File: config.mk
export PLATFORM = sky130hd
export DESIGN_NAME = stage_ex
export DESIGN_NICKNAME = d
export VERILOG_FILES = /design/src/rtl/stage_ex.sv
export SDC_FILE = /design/constraint.sdc
export NUM_CORES = 2
export LEC_CHECK = 0
export ABC_AREA = 1
export BUFFER_PORTS_ARGS = -buffer_cell sky130_fd_sc_hd__buf_4
export CORE_AREA = 10 10 326 328
export CTS_CLUSTER_DIAMETER = 30
export DETAILED_ROUTE_END_ITERATION = 16
export DIE_AREA = 0 0 336 338
export GPL_TIMING_DRIVEN = 0
export PLACE_DENSITY_LB_ADDON = 0.12
export RECOVER_POWER = 100
export SYNTH_ARGS = -nofsm -noshare
export SYNTH_HDL_FRONTEND = slang
export SYNTH_SLANG_ARGS = --single-unit
File: constraint.sdc
create_clock -name clk -period 28.5 [get_ports clk]
set_input_delay 4.275 -clock clk [delete_from_list [all_inputs] [get_ports clk]]
set_output_delay 4.275 -clock clk [all_outputs]
set_load 0.05 [all_outputs]
File: src/rtl/stage_ex.sv
// Execute stage: operand forwarding, single-cycle ALU/branch/MUL, jump target
// generation, and an iterative one-bit-per-cycle restoring divider that stalls
// the front end while it runs.

`ifndef REG_ADDR_WIDTH
`define REG_ADDR_WIDTH 5
`endif
`ifndef MEM_ADDR_WIDTH
`define MEM_ADDR_WIDTH 32
`endif
`ifndef WORD_WIDTH
`define WORD_WIDTH 32
`endif

module stage_ex #(
  parameter int reg_addr_width = `REG_ADDR_WIDTH,
  parameter int mem_addr_width = `MEM_ADDR_WIDTH,
  parameter int word_width     = `WORD_WIDTH
) (
  input  logic                      clk,
  input  logic                      rst,
  input  logic [mem_addr_width-1:0] pc_in,
  input  logic [word_width-1:0]     rs1_val_in,
  input  logic [word_width-1:0]     rs2_val_in,
  input  logic [reg_addr_width-1:0] rs1_addr_in,
  input  logic [reg_addr_width-1:0] rs2_addr_in,
  input  logic [reg_addr_width-1:0] rd_addr_in,
  input  logic [word_width-1:0]     imm_ext_in,
  input  logic [4:0]                alu_op_in,
  input  logic                      alu_src_in,
  input  logic                      pc_src_in,
  input  logic                      jalr_in,
  input  logic                      jmp_ctl_in,
  input  logic                      bch_ctl_in,
  input  logic                      mem_ctl_in,
  input  logic                      rd_wen_in,
  input  logic [1:0]                wb_ctl_in,
  input  logic [2:0]                byt_typ_in,
  input  logic                      mem_fwd_en,
  input  logic [reg_addr_width-1:0] mem_rd,
  input  logic [word_width-1:0]     mem_fwd_val,
  input  logic                      wb_fwd_en,
  input  logic [reg_addr_width-1:0] wb_rd,
  input  logic [word_width-1:0]     wb_fwd_val,
  input  logic                      flush,
  output logic                      ex_busy,
  output logic [mem_addr_width-1:0] tgt_addr_out,
  output logic [word_width-1:0]     rs2_val_out,
  output logic [word_width-1:0]     rslt_out,
  output logic [word_width-1:0]     imm_ext_out,
  output logic                      jmp_ctl_out,
  output logic                      bch_ctl_out,
  output logic                      mem_ctl_out,
  output logic                      rd_wen_out,
  output logic [1:0]                wb_ctl_out,
  output logic [2:0]                byt_typ_out,
  output logic [reg_addr_width-1:0] rd_addr_out
);

  localparam logic [4:0] op_add  = 5'd0,  op_sub  = 5'd1,  op_sll  = 5'd2,  op_slt  = 5'd3;
  localparam logic [4:0] op_sltu = 5'd4,  op_xor  = 5'd5,  op_srl  = 5'd6,  op_sra  = 5'd7;
  localparam logic [4:0] op_or   = 5'd8,  op_and  = 5'd9,  op_beq  = 5'd10, op_bne  = 5'd11;
  localparam logic [4:0] op_blt  = 5'd12, op_bge  = 5'd13, op_bltu = 5'd14, op_bgeu = 5'd15;
  localparam logic [4:0] op_mul  = 5'd16, op_div  = 5'd17, op_divu = 5'd18, op_rem  = 5'd19;
  localparam logic [4:0] op_remu = 5'd20;

  localparam int cnt_w = $clog2(word_width);
  localparam logic [cnt_w-1:0]          cnt_last_c = cnt_w'(word_width - 1);
  localparam logic [word_width-1:0]     one_c      = word_width'(1'b1);
  localparam logic [word_width-1:0]     four_c     = word_width'(3'd4);
  localparam logic [mem_addr_width-1:0] mem_lsb_c  = mem_addr_width'(1'b1);

  typedef struct packed {
    logic [mem_addr_width-1:0] pc;
    logic [word_width-1:0]     rs1_val;
    logic [word_width-1:0]     rs2_val;
    logic [word_width-1:0]     imm;
    logic [reg_addr_width-1:0] rs1_addr;
    logic [reg_addr_width-1:0] rs2_addr;
    logic [reg_addr_width-1:0] rd_addr;
    logic [4:0]                alu_op;
    logic                      alu_src;
    logic                      pc_src;
    logic                      jalr;
    logic                      jmp;
    logic                      bch;
    logic                      mem;
    logic                      rd_wen;
    logic [1:0]                wb_ctl;
    logic [2:0]                byt_typ;
  } ex_pipe_t;

  typedef enum logic [1:0] {S_IDLE = 2'd0, S_DIV = 2'd1, S_DONE = 2'd2} ex_state_t;

  ex_pipe_t                  pipe_r, pipe_in_s;
  ex_state_t                 state_r, state_nxt_s;
  logic [cnt_w-1:0]          cnt_r;
  logic [word_width-1:0]     rs1_fwd_s, rs2_fwd_s, alu_a_s, alu_b_s, alu_rslt_s;
  logic                      lt_s, ltu_s, eq_s;
  logic [word_width-1:0]     jalr_sum_s;
  logic                      div_signed_s, a_neg_s, b_neg_s;
  logic [word_width-1:0]     a_abs_s, b_abs_s, rem_in_s, quo_in_s, dvs_in_s;
  logic [word_width:0]       shifted_s, diff_s;
  logic [word_width-1:0]     rem_nxt_s, quo_nxt_s, q_fin_s, r_fin_s, div_rslt_s;
  logic [word_width-1:0]     rem_r, quo_r, dvs_r, dvd_r;
  logic                      dvz_r, neg_q_r, neg_r_r;

  function automatic logic is_div_op(input logic [4:0] op);
    return (op == op_div) || (op == op_divu) || (op == op_rem) || (op == op_remu);
  endfunction

  // Newest producer wins: MEM result is younger than WB; x0 is hard-wired zero.
  function automatic logic [word_width-1:0] fwd_operand(
    input logic [reg_addr_width-1:0] addr,
    input logic [word_width-1:0]     latched
  );
    if (addr == '0)                          return '0;
    else if (mem_fwd_en && (mem_rd == addr)) return mem_fwd_val;
    else if (wb_fwd_en && (wb_rd == addr))   return wb_fwd_val;
    else                                     return latched;
  endfunction

  // Gather the ID-side inputs into one pipeline word.
  always_comb begin
    pipe_in_s = '{pc: pc_in, rs1_val: rs1_val_in, rs2_val: rs2_val_in, imm: imm_ext_in,
                  rs1_addr: rs1_addr_in, rs2_addr: rs2_addr_in, rd_addr: rd_addr_in,
                  alu_op: alu_op_in, alu_src: alu_src_in, pc_src: pc_src_in, jalr: jalr_in,
                  jmp: jmp_ctl_in, bch: bch_ctl_in, mem: mem_ctl_in, rd_wen: rd_wen_in,
                  wb_ctl: wb_ctl_in, byt_typ: byt_typ_in};
  end

  // Pipeline register: reset/flush insert an all-zero bubble, a running divide holds it.
  always_ff @(posedge clk) begin
    if (rst || flush) begin
      pipe_r <= '0;
    end else if (state_r != S_DIV) begin
      pipe_r <= pipe_in_s;
    end else begin
      pipe_r <= pipe_r;
    end
  end

  // Operand selection: forwarding, then PC/immediate muxing.
  always_comb begin
    rs1_fwd_s = fwd_operand(pipe_r.rs1_addr, pipe_r.rs1_val);
    rs2_fwd_s = fwd_operand(pipe_r.rs2_addr, pipe_r.rs2_val);
    if (pipe_r.pc_src) alu_a_s = word_width'(pipe_r.pc);
    else               alu_a_s = rs1_fwd_s;
    if (pipe_r.alu_src) alu_b_s = pipe_r.imm;
    else                alu_b_s = rs2_fwd_s;
  end

  // Single-cycle ALU, compare and multiply results.
  always_comb begin
    lt_s  = $signed(alu_a_s) < $signed(alu_b_s);
    ltu_s = alu_a_s < alu_b_s;
    eq_s  = alu_a_s == alu_b_s;
    case (pipe_r.alu_op)
      op_add:  alu_rslt_s = alu_a_s + alu_b_s;
      op_sub:  alu_rslt_s = alu_a_s - alu_b_s;
      op_sll:  alu_rslt_s = alu_a_s << alu_b_s[4:0];
      op_slt:  alu_rslt_s = {{(word_width-1){1'b0}}, lt_s};
      op_sltu: alu_rslt_s = {{(word_width-1){1'b0}}, ltu_s};
      op_xor:  alu_rslt_s = alu_a_s ^ alu_b_s;
      op_srl:  alu_rslt_s = alu_a_s >> alu_b_s[4:0];
      op_sra:  alu_rslt_s = $unsigned($signed(alu_a_s) >>> alu_b_s[4:0]);
      op_or:   alu_rslt_s = alu_a_s | alu_b_s;
      op_and:  alu_rslt_s = alu_a_s & alu_b_s;
      op_beq:  alu_rslt_s = {{(word_width-1){1'b0}}, eq_s};
      op_bne:  alu_rslt_s = {{(word_width-1){1'b0}}, ~eq_s};
      op_blt:  alu_rslt_s = {{(word_width-1){1'b0}}, lt_s};
      op_bge:  alu_rslt_s = {{(word_width-1){1'b0}}, ~lt_s};
      op_bltu: alu_rslt_s = {{(word_width-1){1'b0}}, ltu_s};
      op_bgeu: alu_rslt_s = {{(word_width-1){1'b0}}, ~ltu_s};
      op_mul:  alu_rslt_s = alu_a_s * alu_b_s;
      default: alu_rslt_s = '0;
    endcase
  end

  // Divider iteration: the first cycle draws magnitudes straight from the operands.
  always_comb begin
    div_signed_s = (pipe_r.alu_op == op_div) || (pipe_r.alu_op == op_rem);
    a_neg_s = div_signed_s & alu_a_s[word_width-1];
    b_neg_s = div_signed_s & alu_b_s[word_width-1];
    if (a_neg_s) a_abs_s = ~alu_a_s + one_c;
    else         a_abs_s = alu_a_s;
    if (b_neg_s) b_abs_s = ~alu_b_s + one_c;
    else         b_abs_s = alu_b_s;
    if (cnt_r == '0) begin
      rem_in_s = '0;
      quo_in_s = a_abs_s;
      dvs_in_s = b_abs_s;
    end else begin
      rem_in_s = rem_r;
      quo_in_s = quo_r;
      dvs_in_s = dvs_r;
    end
    shifted_s = {rem_in_s, quo_in_s[word_width-1]};
    diff_s    = shifted_s - {1'b0, dvs_in_s};
    if (diff_s[word_width]) begin
      rem_nxt_s = shifted_s[word_width-1:0];
      quo_nxt_s = {quo_in_s[word_width-2:0], 1'b0};
    end else begin
      rem_nxt_s = diff_s[word_width-1:0];
      quo_nxt_s = {quo_in_s[word_width-2:0], 1'b1};
    end
  end

  // Divider datapath registers; sign/zero info is latched on the first DIV cycle.
  always_ff @(posedge clk) begin
    if (rst) begin
      rem_r <= '0; quo_r <= '0; dvs_r <= '0; dvd_r <= '0;
      dvz_r <= 1'b0; neg_q_r <= 1'b0; neg_r_r <= 1'b0;
    end else if (state_r == S_DIV) begin
      rem_r <= rem_nxt_s;
      quo_r <= quo_nxt_s;
      if (cnt_r == '0) begin
        dvs_r   <= b_abs_s;
        dvd_r   <= alu_a_s;
        dvz_r   <= (alu_b_s == '0);
        neg_q_r <= a_neg_s ^ b_neg_s;
        neg_r_r <= a_neg_s;
      end
    end
  end

  // Sign correction and divide-by-zero override of the finished divide.
  always_comb begin
    if (dvz_r)        q_fin_s = '1;
    else if (neg_q_r) q_fin_s = ~quo_r + one_c;
    else              q_fin_s = quo_r;
    if (dvz_r)        r_fin_s = dvd_r;
    else if (neg_r_r) r_fin_s = ~rem_r + one_c;
    else              r_fin_s = rem_r;
    if ((pipe_r.alu_op == op_rem) || (pipe_r.alu_op == op_remu)) div_rslt_s = r_fin_s;
    else                                                          div_rslt_s = q_fin_s;
  end

  // Divider FSM next state; flush aborts any divide.
  always_comb begin
    state_nxt_s = state_r;
    if (flush) begin
      state_nxt_s = S_IDLE;
    end else begin
      case (state_r)
        S_IDLE, S_DONE: begin
          if (is_div_op(alu_op_in)) state_nxt_s = S_DIV;
          else                      state_nxt_s = S_IDLE;
        end
        S_DIV: begin
          if (cnt_r == cnt_last_c) state_nxt_s = S_DONE;
          else                     state_nxt_s = S_DIV;
        end
        default: state_nxt_s = S_IDLE;
      endcase
    end
  end

  // FSM state and iteration counter.
  always_ff @(posedge clk) begin
    if (rst) begin
      state_r <= S_IDLE;
      cnt_r   <= '0;
    end else begin
      state_r <= state_nxt_s;
      if ((state_r == S_DIV) && (state_nxt_s == S_DIV)) cnt_r <= cnt_r + 1'b1;
      else                                              cnt_r <= '0;
    end
  end

  // Outputs to MEM; a divide in flight shows as a bubble.
  always_comb begin
    jalr_sum_s = rs1_fwd_s + pipe_r.imm;
    if (pipe_r.jalr) tgt_addr_out = mem_addr_width'(jalr_sum_s) & ~mem_lsb_c;
    else             tgt_addr_out = pipe_r.pc + mem_addr_width'(pipe_r.imm);
    if (state_r == S_DONE) rslt_out = div_rslt_s;
    else if (pipe_r.jmp)   rslt_out = word_width'(pipe_r.pc) + four_c;
    else                   rslt_out = alu_rslt_s;
    ex_busy     = (state_r == S_DIV);
    rs2_val_out = rs2_fwd_s;
    imm_ext_out = pipe_r.imm;
    jmp_ctl_out = pipe_r.jmp    & ~ex_busy;
    bch_ctl_out = pipe_r.bch    & ~ex_busy;
    mem_ctl_out = pipe_r.mem    & ~ex_busy;
    rd_wen_out  = pipe_r.rd_wen & ~ex_busy;
    wb_ctl_out  = pipe_r.wb_ctl;
    byt_typ_out = pipe_r.byt_typ;
    rd_addr_out = pipe_r.rd_addr;
  end

endmodule

Word-level counts from Yosys, hierarchy flattened
Index checks and enable logic that the tools add are counted.
Storage, ports and cells
  logic and storage cells: 145
  memories kept: 0
  bits in read-only memories: 0
  bits in registers: 298
  input port bits: 239
  output and inout bits: 143
  latch bits: 0
  memory bits (writable): 0
Operators by class
  add/subtract/negate cells: 11
  shift operators: 3
  mux-type cells: 28
  $mul: 1
  reduce and logical (&&, ||, !) cells: 22
  div/mod/pow operators: 0
  equality and inequality tests: 33
  $lt $le $gt $ge: 2
  bitwise operators: 19
Operators by type and width (count)
  $mux W32: 22
  $pmux W32 S15: 1
  $add A32 B1 Y32 const B: 4
  $not A32 Y32: 4
  $add A32 B32 Y32: 3
  $lt A32 B32 Y1: 2
  $eq A5 B5 Y1 const B: 9
  $eq A5 B4 Y1 const B: 8
  $sub A33 B32 Y33: 1
  $add A32 B3 Y32 const B: 1
  $and A32 B32 Y32: 1
  $eq A32 B32 Y1: 1
  $logic_not A32 Y1: 1
  $mul A32 B32 Y32: 1
  $or A32 B32 Y32: 1
  $shl A32 B5 Y32: 1
  $shr A32 B5 Y32: 1
  $sshr A32 B5 Y32: 1
  $sub A32 B32 Y32: 1
  $xor A32 B32 Y32: 1
  $eq A5 B3 Y1 const B: 4
  $eq A5 B5 Y1: 4
  $logic_not A5 Y1: 4
  $eq A5 B2 Y1 const B: 2
  16 further kinds: 40

Longest topological paths before layout
  depth after elaboration: 12
  gate-level depth with buffers: 50
  gate-level depth less buffers: 48

Worst setup path after synthesis
No wires, ideal clock.
  path type: input -> output
  start: input mem_rd[2]
  end: output rslt_out[30]
  stages on the path: 42
  data required time: 24.225 ns
  slack: 11.471 ns
  buffers on the path: 5
  arrival time: 12.754 ns
  path through: inv_1 -> nand2_1 -> nand2_1 -> nor2_1 -> nand3_4 -> buf_2 -> nand3_1 -> nand3_1 -> nand2_2 -> buf_6 -> clkbuf_1 -> buf_1 -> buf_1 -> nand2_1 -> inv_1 -> fa_1 -> inv_1 -> fa_1 -> [6 not listed] -> inv_1 -> fa_1 -> fa_1 -> ha_1 -> nand2_1 -> nor4_1 -> nand3_1 -> nand3_1 -> nand3_1 -> nand2_1 -> a31oi_1 -> nor2_1 -> o21ai_0 -> nand3_1 -> nand2_1 -> o2111ai_1 -> nand2_1 -> a21oi_1
Between the ends
  word-level cells in the longest chain between the ends: 9
RTL lines
  from (decl): line 40  | input logic [reg_addr_width-1:0] mem_rd,
  $eq A5 B5 Y1: line 118  | else if (mem_fwd_en && (mem_rd == addr)) return mem_fwd_val;
  $logic_and A1 B1 Y1: line 118
  $mux W32: line 118
  $mux W32: line 117  | if (addr == '0) return '0;
  $mux W32, on equally long branches: line 147, 149
  $mul A32 B32 Y32, or another cell as far along: line 175  | op_mul: alu_rslt_s = alu_a_s * alu_b_s;
  $pmux W32 S15 (*): line 158  | case (pipe_r.alu_op)
  $mux W32 (*): line 277  | else if (pipe_r.jmp) rslt_out = word_width'(pipe_r.pc) + four_c;
  $mux W32 (*): line 276  | if (state_r == S_DONE) rslt_out = div_rslt_s;
  to (decl): line 49  | output logic [word_width-1:0] rslt_out,
Every way passes the cells marked *; elsewhere a longest branch is shown, timed or not.

Worst setup path after layout
  start: input mem_rd[3]
  end: output rslt_out[24]
Between the ends
  word-level cells in the longest chain between the ends: 9
RTL lines
  $eq A5 B5 Y1 (*): line 118
  $logic_and A1 B1 Y1 (*): line 118
  $mux W32 (*): line 118
  $mux W32 (*): line 117
  $mux W32 (*): line 147  | if (pipe_r.pc_src) alu_a_s = word_width'(pipe_r.pc);
  via alu_a_s[15]: line 98  | logic [word_width-1:0] rs1_fwd_s, rs2_fwd_s, alu_a_s, alu_b_s, alu_rslt_s;
  $mul A32 B32 Y32, or another cell as far along: line 175
  $pmux W32 S15 (*): line 158
  $mux W32 (*): line 277
  $mux W32 (*): line 276
Mark *: on every way through the listed nets, which the timed path passes. The rest lies on a longest branch.

==> key figures <==
Critical path
  – Setup CP Type: primary input to primary output
  – CP most frequent cell: fa_1
  – CP max stage delay: 1460 ps
  – CP Capture Type: primary output
  – CP Max Fanout: 11
  – Bufs and invs on worst path: 9
  – CP delay by family, top: compound AO/OA/AOI/OAI gates
  – WP data arrival: 18,330 ps
  – Worst setup SP type: primary input
  – Worst Path Required: 24,230 ps
  – Slowest cell on crit path: o21ai_0

Drt
  – DR WL/cell: 29.0 um
  – Drc violations: 0
  – Initial detailed-routing violation count: 8,740
  – Final WL: 281 mm
  – Vias: 59,900
  – Via-to-Cell Ratio: 6.19
  – Final ANT Viol Nets: 0
  – DRT Pass-1 Iters: 9

Power
  – Sequential power share: 22.4%
  – PwrDens: 36.4 nW/um2
  – Max VDD drop: 0.0000586 V
  – Int Pwr: 1.07 mW
  – LEAKAGE: 29.3 nW
  – Sw frac: 46.6%
  – Net switching power: 0.937 mW
  – Comb pwr share: 42.7%
  – Clock share of power: 34.9%

Run
  – Max-Cap Viols: 16

Yosys
  – Syn Inst Count: 7,871
  – Ranking of synthesized cells by area: fa_1, nand2_1, dfxtp_1
  – Yosys warning total: 0
  – Asr flop ratio synth: 0%
  – Seq/Total Area, Yosys: 12.1%
  – Post-synth top area cell: fa_1
  – Post-synth EDFFs: 0
  – Syn Area/Cell: 6.28 um2
  – Dominant synthesized flop cell: dfxtp_1
  – Synthesized cell area: 49,400 um2
  – Unique masters post-synth: 70
  – #FFs+latches synth: 298
  – Yosys top cell area share: 16.7%
  – Synth Net Count: 8,844

Timing
  – Fmax: 0.0442 GHz
  – Final hold violations: 0
  – Final period utilization: 79.3%
  – Fin Clk Skew: 34.4 ps
  – RSZ-0062 raised after global routing: no
  – Max-slew violations: 119
  – Slew HR: -117%
  – Setup TNS: 0 ps
  – Setup ws final: 5890 ps
  – Final setup viols: 0
  – Slew at the pin closest to its max-slew limit: 3220 ps
  – Final min period: 22,610 ps

Floorplanning
  – CORE AREA: 99,600 um2
  – Initial Util: 49.6%
  – Rows: 116
  – I/O Pins: 382
  – Die Y: 338 um
  – Die area: 114,000 um2
  – Die width: 336 um

Place
  – Pre-CTS setup slack: 7920 ps
  – Detailed Place HPWL: 228 mm
  – Routability cong.: 1.18
  – IO buf count: 381
  – Placement Cell Area: 53,900 um2

GRT
  – Pin count of the biggest net entering global routing: 17
  – Total grt overflow: 0
  – Tot GR Track Use: 47.5%
  – Antenna violations before repair: 23
  – First-pass GRT wire length: 390 mm
  – Vias in the first global route: 55,600

Final layout
  – Final Instance Area: 55,200 um2
  – Most frequent cells in the layout: nand2_1, inv_1, nor2_1, o21ai_0, a21oi_1
  – Share of layout cells above drive strength 1: 7.04%
  – Most common cell after layout, fill and taps aside: nand2_1
  – # nets final: 9,283
  – Area Growth Syn to Fin: 11.8%

Clock tree
  – Setup Buffers After CTS: 0
  – CTS Sinks: 298
  – CTS tree: yes
  – H-Tree Depth: 2
  – Post-CTS resize count: 0
  – Clock slew at reported path FFs: 60 ps
  – Cts hold-fix bufs: 0
  – Latest clock arrival within the worst-skew pair: 660 ps
  – Root Driver: clkbuf_16
  – Longest Clk Path Bufs: 3
  – CTS buffer count: 55

Run status
  – Failing checks: max-capacitance violations, max-slew violations
  – Status: finished, violations left

Min path
  – Hold crit path type: register to register
==> kinds of logic after synthesis <==
family / share of synthesized area [%]
and+or+nand+nor: 26.5
muxes: 0.203
DFF: 12.1
xor gates and xnor gates: 2.27
adders and majority gates: 24.9
AOI/OAI and AO/OA: 19.3
buffers and inverters: 14.7
==> per-layer routing <==
metal | wire, um | part of all wire (%) | GRT usage (%)
met5 | 153 | 0.055 | 0
met4 | 28600 | 10 | 38.9
met3 | 39800 | 14 | 16.1
met2 | 113000 | 40 | 69.3
met1 | 98700 | 35 | 56.4
==> power by group through the flow <==
stage / combinational [mW] / clock [mW] / sequential [mW]
detailed placement: 0.823 / 0 / 0.457
finish: 0.859 / 0.701 / 0.450
CTS: 0.827 / 0.696 / 0.449
global route: 0.883 / 0.718 / 0.450
global placement: 0.818 / 0 / 0.457
floorplan: 0.486 / 0 / 0.449
==> synthesized netlist by cell type, types with 73 or more instances <==
library cell,number
o21ai_0,673
xor2_1,102
ha_1,321
o21ai_1,73
nor2_1,785
nand2_1,1752
fa_1,413
nor3_1,78
o211ai_1,81
inv_1,1339
a21oi_1,604
clkbuf_1,275
nand3_1,355
dfxtp_1,298
==> cell type report <==
cell class | instances | area [um2]
Inverter | 1391 | 5220
Antenna cell | 14 | 35.0
Multi-Input combinational cell | 5731 | 36000
Clock buffer | 67 | 1500
Fill cell | 10100 | 44400
Buffer | 451 | 2010
Sequential cell | 298 | 5970
Timing Repair Buffer | 382 | 2390
Tap cell | 1298 | 1620
Clock inverter | 35 | 484
==> final timing paths <==
kind,slack (ps),to,cells after the start,start
worst max-delay path,5890,rslt_out[24],35,mem_rd[3]
worst min-delay path,460,pipe_r[6]$_SDFFE_PP0N_,2,pipe_r[6]$_SDFFE_PP0N_
worst max register to register,18560,rem_r[29]$_SDFFE_PP0P_,36,pipe_r[11]$_SDFFE_PP0N_
worst min register to register,460,pipe_r[6]$_SDFFE_PP0N_,2,pipe_r[6]$_SDFFE_PP0N_
==> sequential cells by signal, summed over array words and instances (netlist names) <==
signal       cells
byt_typ_out      3
cnt_r            5
dvd_r           32
dvs_r           32
dvz_r            1
imm_ext_out     32
neg_q_r          1
neg_r_r          1
pipe_r         118
quo_r           32
rd_addr_out      5
rem_r           32
state_r          2
wb_ctl_out       2
==> metrics by stage <==
| stage | instances | utilization, % | total power, mW | hold WS, ps |
|---|---|---|---|---|
| floorplan | 7871 | - | 0.935 | 430 |
| global route | 9654 | 55.4 | 2.05 | 468 |
| CTS | 9653 | 56.1 | 1.97 | 455 |
| detailed placement | 9551 | 54.1 | 1.28 | 446 |
| global placement | 9550 | 54.1 | 1.28 | 443 |
| finish | 9667 | 55.4 | 2.01 | 455 |
==> worst register-to-register path, delay by kind of cell, from the launching register on <==
| kind | cells | cell delay (ps) |
|---|---|---|
| AND/OR/NAND/NOR | 14 | 1560 |
| flip-flops | 1 | 300 |
| adder cells (fa/ha/maj) | 1 | 430 |
| XOR/XNOR | 1 | 350 |
| buffers and inverters | 11 | 3120 |
| AO/OA/AOI/OAI | 9 | 4080 |
(Power assumes the default switching activity.)
